**config.mk**
```make
export PLATFORM = sky130hd
export DESIGN_NAME = alu_operand_seq
export DESIGN_NICKNAME = d
export VERILOG_FILES = /design/src/rtl/alu_operand_seq.sv
export SDC_FILE = /design/constraint.sdc
export NUM_CORES = 1
export LEC_CHECK = 0
export ABC_AREA = 1
export CAP_MARGIN = 20
export CORE_AREA = 10 10 69 71
export CTS_CLUSTER_SIZE = 10
export DETAILED_ROUTE_END_ITERATION = 10
export DIE_AREA = 0 0 79 81
export PLACE_DENSITY = 0.79
export SYNTH_ARGS = -nofsm -noshare
export SYNTH_HDL_FRONTEND = slang
export SYNTH_SLANG_ARGS = --single-unit
export TNS_END_PERCENT = 50
```
**constraint.sdc**
```tcl
create_clock -name CLK -period 3 [get_ports CLK]
set_input_delay 0.6 -clock CLK [delete_from_list [all_inputs] [get_ports CLK]]
set_output_delay 0.6 -clock CLK [all_outputs]
set_load 0.05 [all_outputs]
```
**src/rtl/alu_operand_seq.sv**
```systemverilog
// Operand sequencer and result capture around an external 8-bit 74181-style ALU.
// Loads two operands from the shared data bus, lets the ALU settle for one cycle,
// captures F/CO/FZ into RES and the flags, then presents RES with a DONE pulse.
//
// Operand handshake: D_VALID is a one-sided valid; there is no ready back to the
// source. An operand is taken on any rising edge where D_VALID=1 and the FSM is
// in LDA (first operand) or LDB (second operand). D_VALID in any other state is
// ignored, so the source must keep presenting the operand until the FSM reaches
// the matching load state.
module alu_operand_seq #(
   parameter int WIDTH = 8
) (
   input  logic             CLK,
   input  logic             RST,
   input  logic             START,
   input  logic [3:0]       S_IN,
   input  logic             M_IN,
   input  logic             CN_IN,
   input  logic             CSEL,
   input  logic [WIDTH-1:0] D_IN,
   input  logic             D_VALID,
   output logic [WIDTH-1:0] A_OUT,
   output logic [WIDTH-1:0] B_OUT,
   output logic [3:0]       S_OUT,
   output logic             M_OUT,
   output logic             CN_OUT,
   input  logic [WIDTH-1:0] F_IN,
   input  logic             CO_IN,
   input  logic             FZ_IN,
   output logic [WIDTH-1:0] D_OUT,
   output logic             D_OE,
   output logic             DONE,
   output logic             BUSY,
   output logic             CY_FLAG,
   output logic             Z_FLAG,
   output logic             EQ_FLAG
);

   typedef enum logic [2:0] {
      IDLE = 3'd0,
      LDA  = 3'd1,
      LDB  = 3'd2,
      EXEC = 3'd3,
      WB   = 3'd4
   } state_t;

   state_t             state_q, state_d;
   logic [WIDTH-1:0]   dr1_q, dr1_d;
   logic [WIDTH-1:0]   dr2_q, dr2_d;
   logic [WIDTH-1:0]   res_q, res_d;
   logic [3:0]         s_q, s_d;
   logic               m_q, m_d;
   logic               cn_q, cn_d;
   logic               csel_q, csel_d;
   logic               cy_q, cy_d;
   logic               z_q, z_d;
   logic               eq_q, eq_d;

   // Next-state and datapath load decisions; everything holds by default.
   always_comb begin
      state_d = state_q;
      dr1_d   = dr1_q;
      dr2_d   = dr2_q;
      res_d   = res_q;
      s_d     = s_q;
      m_d     = m_q;
      cn_d    = cn_q;
      csel_d  = csel_q;
      cy_d    = cy_q;
      z_d     = z_q;
      eq_d    = eq_q;
      case (state_q)
         IDLE: begin
            if (START) begin
               s_d     = S_IN;
               m_d     = M_IN;
               cn_d    = CN_IN;
               csel_d  = CSEL;
               state_d = LDA;
            end
         end
         LDA: begin
            if (D_VALID) begin
               dr1_d   = D_IN;
               state_d = LDB;
            end
         end
         LDB: begin
            if (D_VALID) begin
               dr2_d   = D_IN;
               state_d = EXEC;
            end
         end
         EXEC: begin
            // The ALU has had a full cycle on registered inputs; take {CO,F} as is.
            res_d   = F_IN;
            cy_d    = CO_IN;
            eq_d    = ~FZ_IN;
            z_d     = (F_IN == '0);
            state_d = WB;
         end
         WB: begin
            state_d = IDLE;
         end
         default: begin
            state_d = IDLE;
         end
      endcase
   end

   // State and datapath registers with synchronous reset.
   always_ff @(posedge CLK) begin
      if (RST) begin
         state_q <= IDLE;
         dr1_q   <= '0;
         dr2_q   <= '0;
         res_q   <= '0;
         s_q     <= '0;
         m_q     <= 1'b0;
         cn_q    <= 1'b0;
         csel_q  <= 1'b0;
         cy_q    <= 1'b0;
         z_q     <= 1'b0;
         eq_q    <= 1'b0;
      end else begin
         state_q <= state_d;
         dr1_q   <= dr1_d;
         dr2_q   <= dr2_d;
         res_q   <= res_d;
         s_q     <= s_d;
         m_q     <= m_d;
         cn_q    <= cn_d;
         csel_q  <= csel_d;
         cy_q    <= cy_d;
         z_q     <= z_d;
         eq_q    <= eq_d;
      end
   end

   // Stored carry only changes at the end of EXEC, so muxing it live gives the
   // value held when START was accepted for the whole time the ALU uses it.
   assign CN_OUT  = csel_q ? cy_q : cn_q;
   assign A_OUT   = dr1_q;
   assign B_OUT   = dr2_q;
   assign S_OUT   = s_q;
   assign M_OUT   = m_q;
   assign D_OUT   = res_q;
   assign DONE    = (state_q == WB);
   assign D_OE    = (state_q == WB);
   assign BUSY    = (state_q != IDLE);
   assign CY_FLAG = cy_q;
   assign Z_FLAG  = z_q;
   assign EQ_FLAG = eq_q;

endmodule

```
**Word level (Yosys, flattened, before mapping)**

Index checks and enable logic that the tools add are counted.
W data, S select, Z words.

- Register bits: 37
- Input port bits: 29
- Output and inout port bits: 36
- Word-level logic and storage cells: 31

- Eq/ne operators: 7
- Multiplexer cells: 5
- Bitwise gates (word level): 1
- Reductions and logical operators: 7

Operators by type and width:

| cell | count |
|---|---|
| $pmux W3 S4 | 1 |
| $mux W3 | 3 |
| $logic_not A8 Y1 | 1 |
| $eq A3 B2 Y1 const B | 2 |
| $ne A2 B2 Y1 const B | 3 |
| $reduce_and A2 Y1 | 3 |
| $eq A3 B1 Y1 const B | 1 |
| $eq A3 B3 Y1 const B | 1 |
| $logic_not A3 Y1 | 1 |
| $reduce_and A3 Y1 | 1 |
| $reduce_bool A3 Y1 | 1 |
| $mux W1 | 1 |
| $not A1 Y1 | 1 |

**Depth between registers and ports, before layout**

- Depth after elaboration: 3
- Depth in mapped cells: 7
- Gate-level depth less buffers: 6

**Least setup slack after synthesis**

OpenSTA, ideal clock, no wires.

- Path type: register to output
- From: reg state_q[1]
- To: out D_OE
- Arrival time: 2.075 ns
- Required time: 2.400 ns
- Setup slack: 0.325 ns
- Stages on the path, launching flop included: 4
- Path buffers: 2
- Path through: dfxtp_1 -> clkbuf_1 -> nor3_1 -> buf_4

- Word-level cells in the longest chain between the ends: 1

RTL lines:

| what | RTL line | text |
|---|---|---|
| start: declaration | 47 | `state_t state_q, state_d;` |
| start signal: assignment | 126 | `state_q <= state_d;` |
| $eq A3 B3 Y1 | n/a |  |
| end: declaration | 31 | `output logic D_OE,` |

Every way passes these cells.

**Final worst setup path**

- From: reg state_q[1]
- To: out D_OE

- Word-level cells in the longest chain between the ends: 1

RTL lines:

| what | RTL line | text |
|---|---|---|
| $eq A3 B3 Y1 | 149 | `assign D_OE = (state_q == WB);` |

Every way passes these cells.

==> impl_metrics.toml <==
[clock_network]
cts_buffer_depth = 2
cts_tree = "done"
cts.clk_slew.worst_paths_ns = 0.10
cts_hold_buf = 0
cts.htree.levels = 2
clock_latency_ns = 0.35
cts_buffers = 5
root_buffer = "clkbuf_4"
post_cts_buffers = 0
numClockSinks = 37
ctsResizeCount = 0

[global_routing]
grtUsageMet2 = 0.210
grt.met3_usage = 0.0596
overflow = 0
antenna_found_initial = 0
grt_pass1_vias = 1441
busiest_layer = "met2"
use_met1 = 0.160
grt_max_degree = 38
grt_usage = 0.135
grt_first_pass_wirelength_um = 6880

[yosys]
synth_seq_area_share = 0.516
syn-num-nets = 211
synth_warnings = 0
synth_top_area_share = 0.516
ys_top_cells_by_area = "dfxtp_1, nand2_1, a21oi_1"
mappedNetlistArea_sq_mm = 0.00144
synth.distinct_cells = 17
yosys.area.top_type = "dfxtp_1"
ys_seq_elements = 37
synthCells = 182
avgSynthCellArea_sq_um = 7.89

[place]
place_area_sq_mm = 0.00208
io_buffers = 64
pre_cts_slack_ns = 0.721
placed_cells = 282
routabilityCongestion = 0.822
hpwl_um = 3150

[timing]
drv_slew = 0
relSlewSlack = 0.595
period_share = 0.888
rsz0062_at_grt = "no"
final-setup-viol-count = 0
fin_tns_setup_ns = 0
layout_min_cycle_time_ns = 2.66
skew_ns = 0.00769
finalHoldViolations = 0
whs_ns = 0.465
fmax_mhz = 375
worst_slew_pin_slew_ns = 0.605
setup_ws_ns = 0.335

[pwr]
leakage_nw = 0.742
ir_drop_mv = 0.287
total_power_mw = 1.14
p_per_area_mw_per_mm2 = 526

[final_layout]
syn_to_final_growth_pct = 50.8
design_area_sq_mm = 0.00216
mostFrequentLayoutCell = "clkdlybuf4s50_1"
antenna_cells = 0
fin_util = 0.614
drive_gt1_frac = 0.0496
stdcell_count = 290
nNetsFinal = 270
final_cell_mix = "clkdlybuf4s50_1, nand2_1, dfxtp_1"

[worst_setup_path]
arrival_ns = 2.06
critPathSlowestCell = "clkdlybuf4s50_1"
cp_cell_sequence = "nor3_1 -> clkdlybuf4s50_1"
criticalPathCategory = "reg2out"
critical_path.max_stage_delay_ns = 0.88
critPathMaxFanout = 15
worstPathRequired_ns = 2.40
path_buf_inv = 1
end_kind = "output pin"
crit_family = "buffers and inverters"
worst_setup_path_start_kind = "flip-flop"

[route]
drtIter0Drc = 130
drt_wl_total_um = 4170
drc = 0
ant_nets = 0
first_pass_iters = 4
vias_per_cell = 5.04
routedWlPerCell_um = 14.4
num_vias = 1463

[die]
die_w_um = 79
start_util = 0.407
rows = 22
fp.coreArea_sq_mm = 0.00352
num_io_pins = 65
fp.dieH_um = 81
die-area_sq_mm = 0.00640

[status]
status = "completed"

[flow_run]
maxCapViolCount = 0

[hold_path]
hold_path.class = "reg2reg"
## logic make-up (layout without fill, tap and decap cells)
kind of cell	after synthesis	after routing	synth area share
AOI/OAI and AO/OA	36	36	0.129
buffers and inverters	20	80	0.0680
and+or+nand+nor	89	89	0.287
DFF	37	37	0.516
## registers in the layout, indices dropped and copies added (netlist names)
| register | cells |
|---|---|
| A_OUT | 8 |
| B_OUT | 8 |
| D_OUT | 8 |
| S_OUT | 4 |
| state_q | 3 |
| CY_FLAG | 1 |
| EQ_FLAG | 1 |
| M_OUT | 1 |
| Z_FLAG | 1 |
| cn_q | 1 |
| csel_q | 1 |
## tightest hold or removal path: stages (launching register included)
cell	delay (ns)
dfxtp_1	0.32
nand2_1	0.06
a21oi_1	0.05
## cell usage after synthesis
cell type / count
nand2_1: 45
dfxtp_1: 37
a21oi_1: 33
nand4_1: 23
nand3_1: 8
nor2_1: 8
buf_2: 5
clkbuf_1: 5
buf_4: 4
inv_1: 4
nor3_1: 3
a211oi_1: 2
clkbuf_2: 1
inv_2: 1
nand3b_1: 1
nor2_2: 1
o21ai_0: 1
## power by group
group / switching, mW / leakage [nW] / internal [mW]
clock: 0.164 / 0.0455 / 0.199
combinational: 0.149 / 0.396 / 0.0938
sequential: 0.0205 / 0.300 / 0.513
## cell type report
cell class	instances	area, sq um
well taps	48	60.1
multi-input cells	125	597
inverters	5	18.8
clock buffers	7	55.1
flip-flops and latches	37	741
fillers	339	1360
repair buffers	67	663
clock inverters	1	30.0
## routing by layer
| layer | vias to the layer above | wire length (um) |
|---|---|---|
| li1 | 749 | - |
| met1 | 652 | 1810 |
| met2 | 55 | 1920 |
| met3 | 7 | 387 |
| met4 | 0 | 49 |
| met5 | - | 0 |
## path summary, 6_finish.rpt
| path | from | end | slack (ns) | cells after the start |
|---|---|---|---|---|
| min reg2reg | M_OUT$_SDFFE_PP0P_ | M_OUT$_SDFFE_PP0P_ | 0.46 | 2 |
| max | state_q[1]$_SDFFE_PP0P_ | D_OE | 0.34 | 2 |
| min | M_OUT$_SDFFE_PP0P_ | M_OUT$_SDFFE_PP0P_ | 0.46 | 2 |
| max reg2reg | state_q[1]$_SDFFE_PP0P_ | EQ_FLAG$_SDFFE_PP0P_ | 1.16 | 4 |
Power figures use the tool's default switching activity.
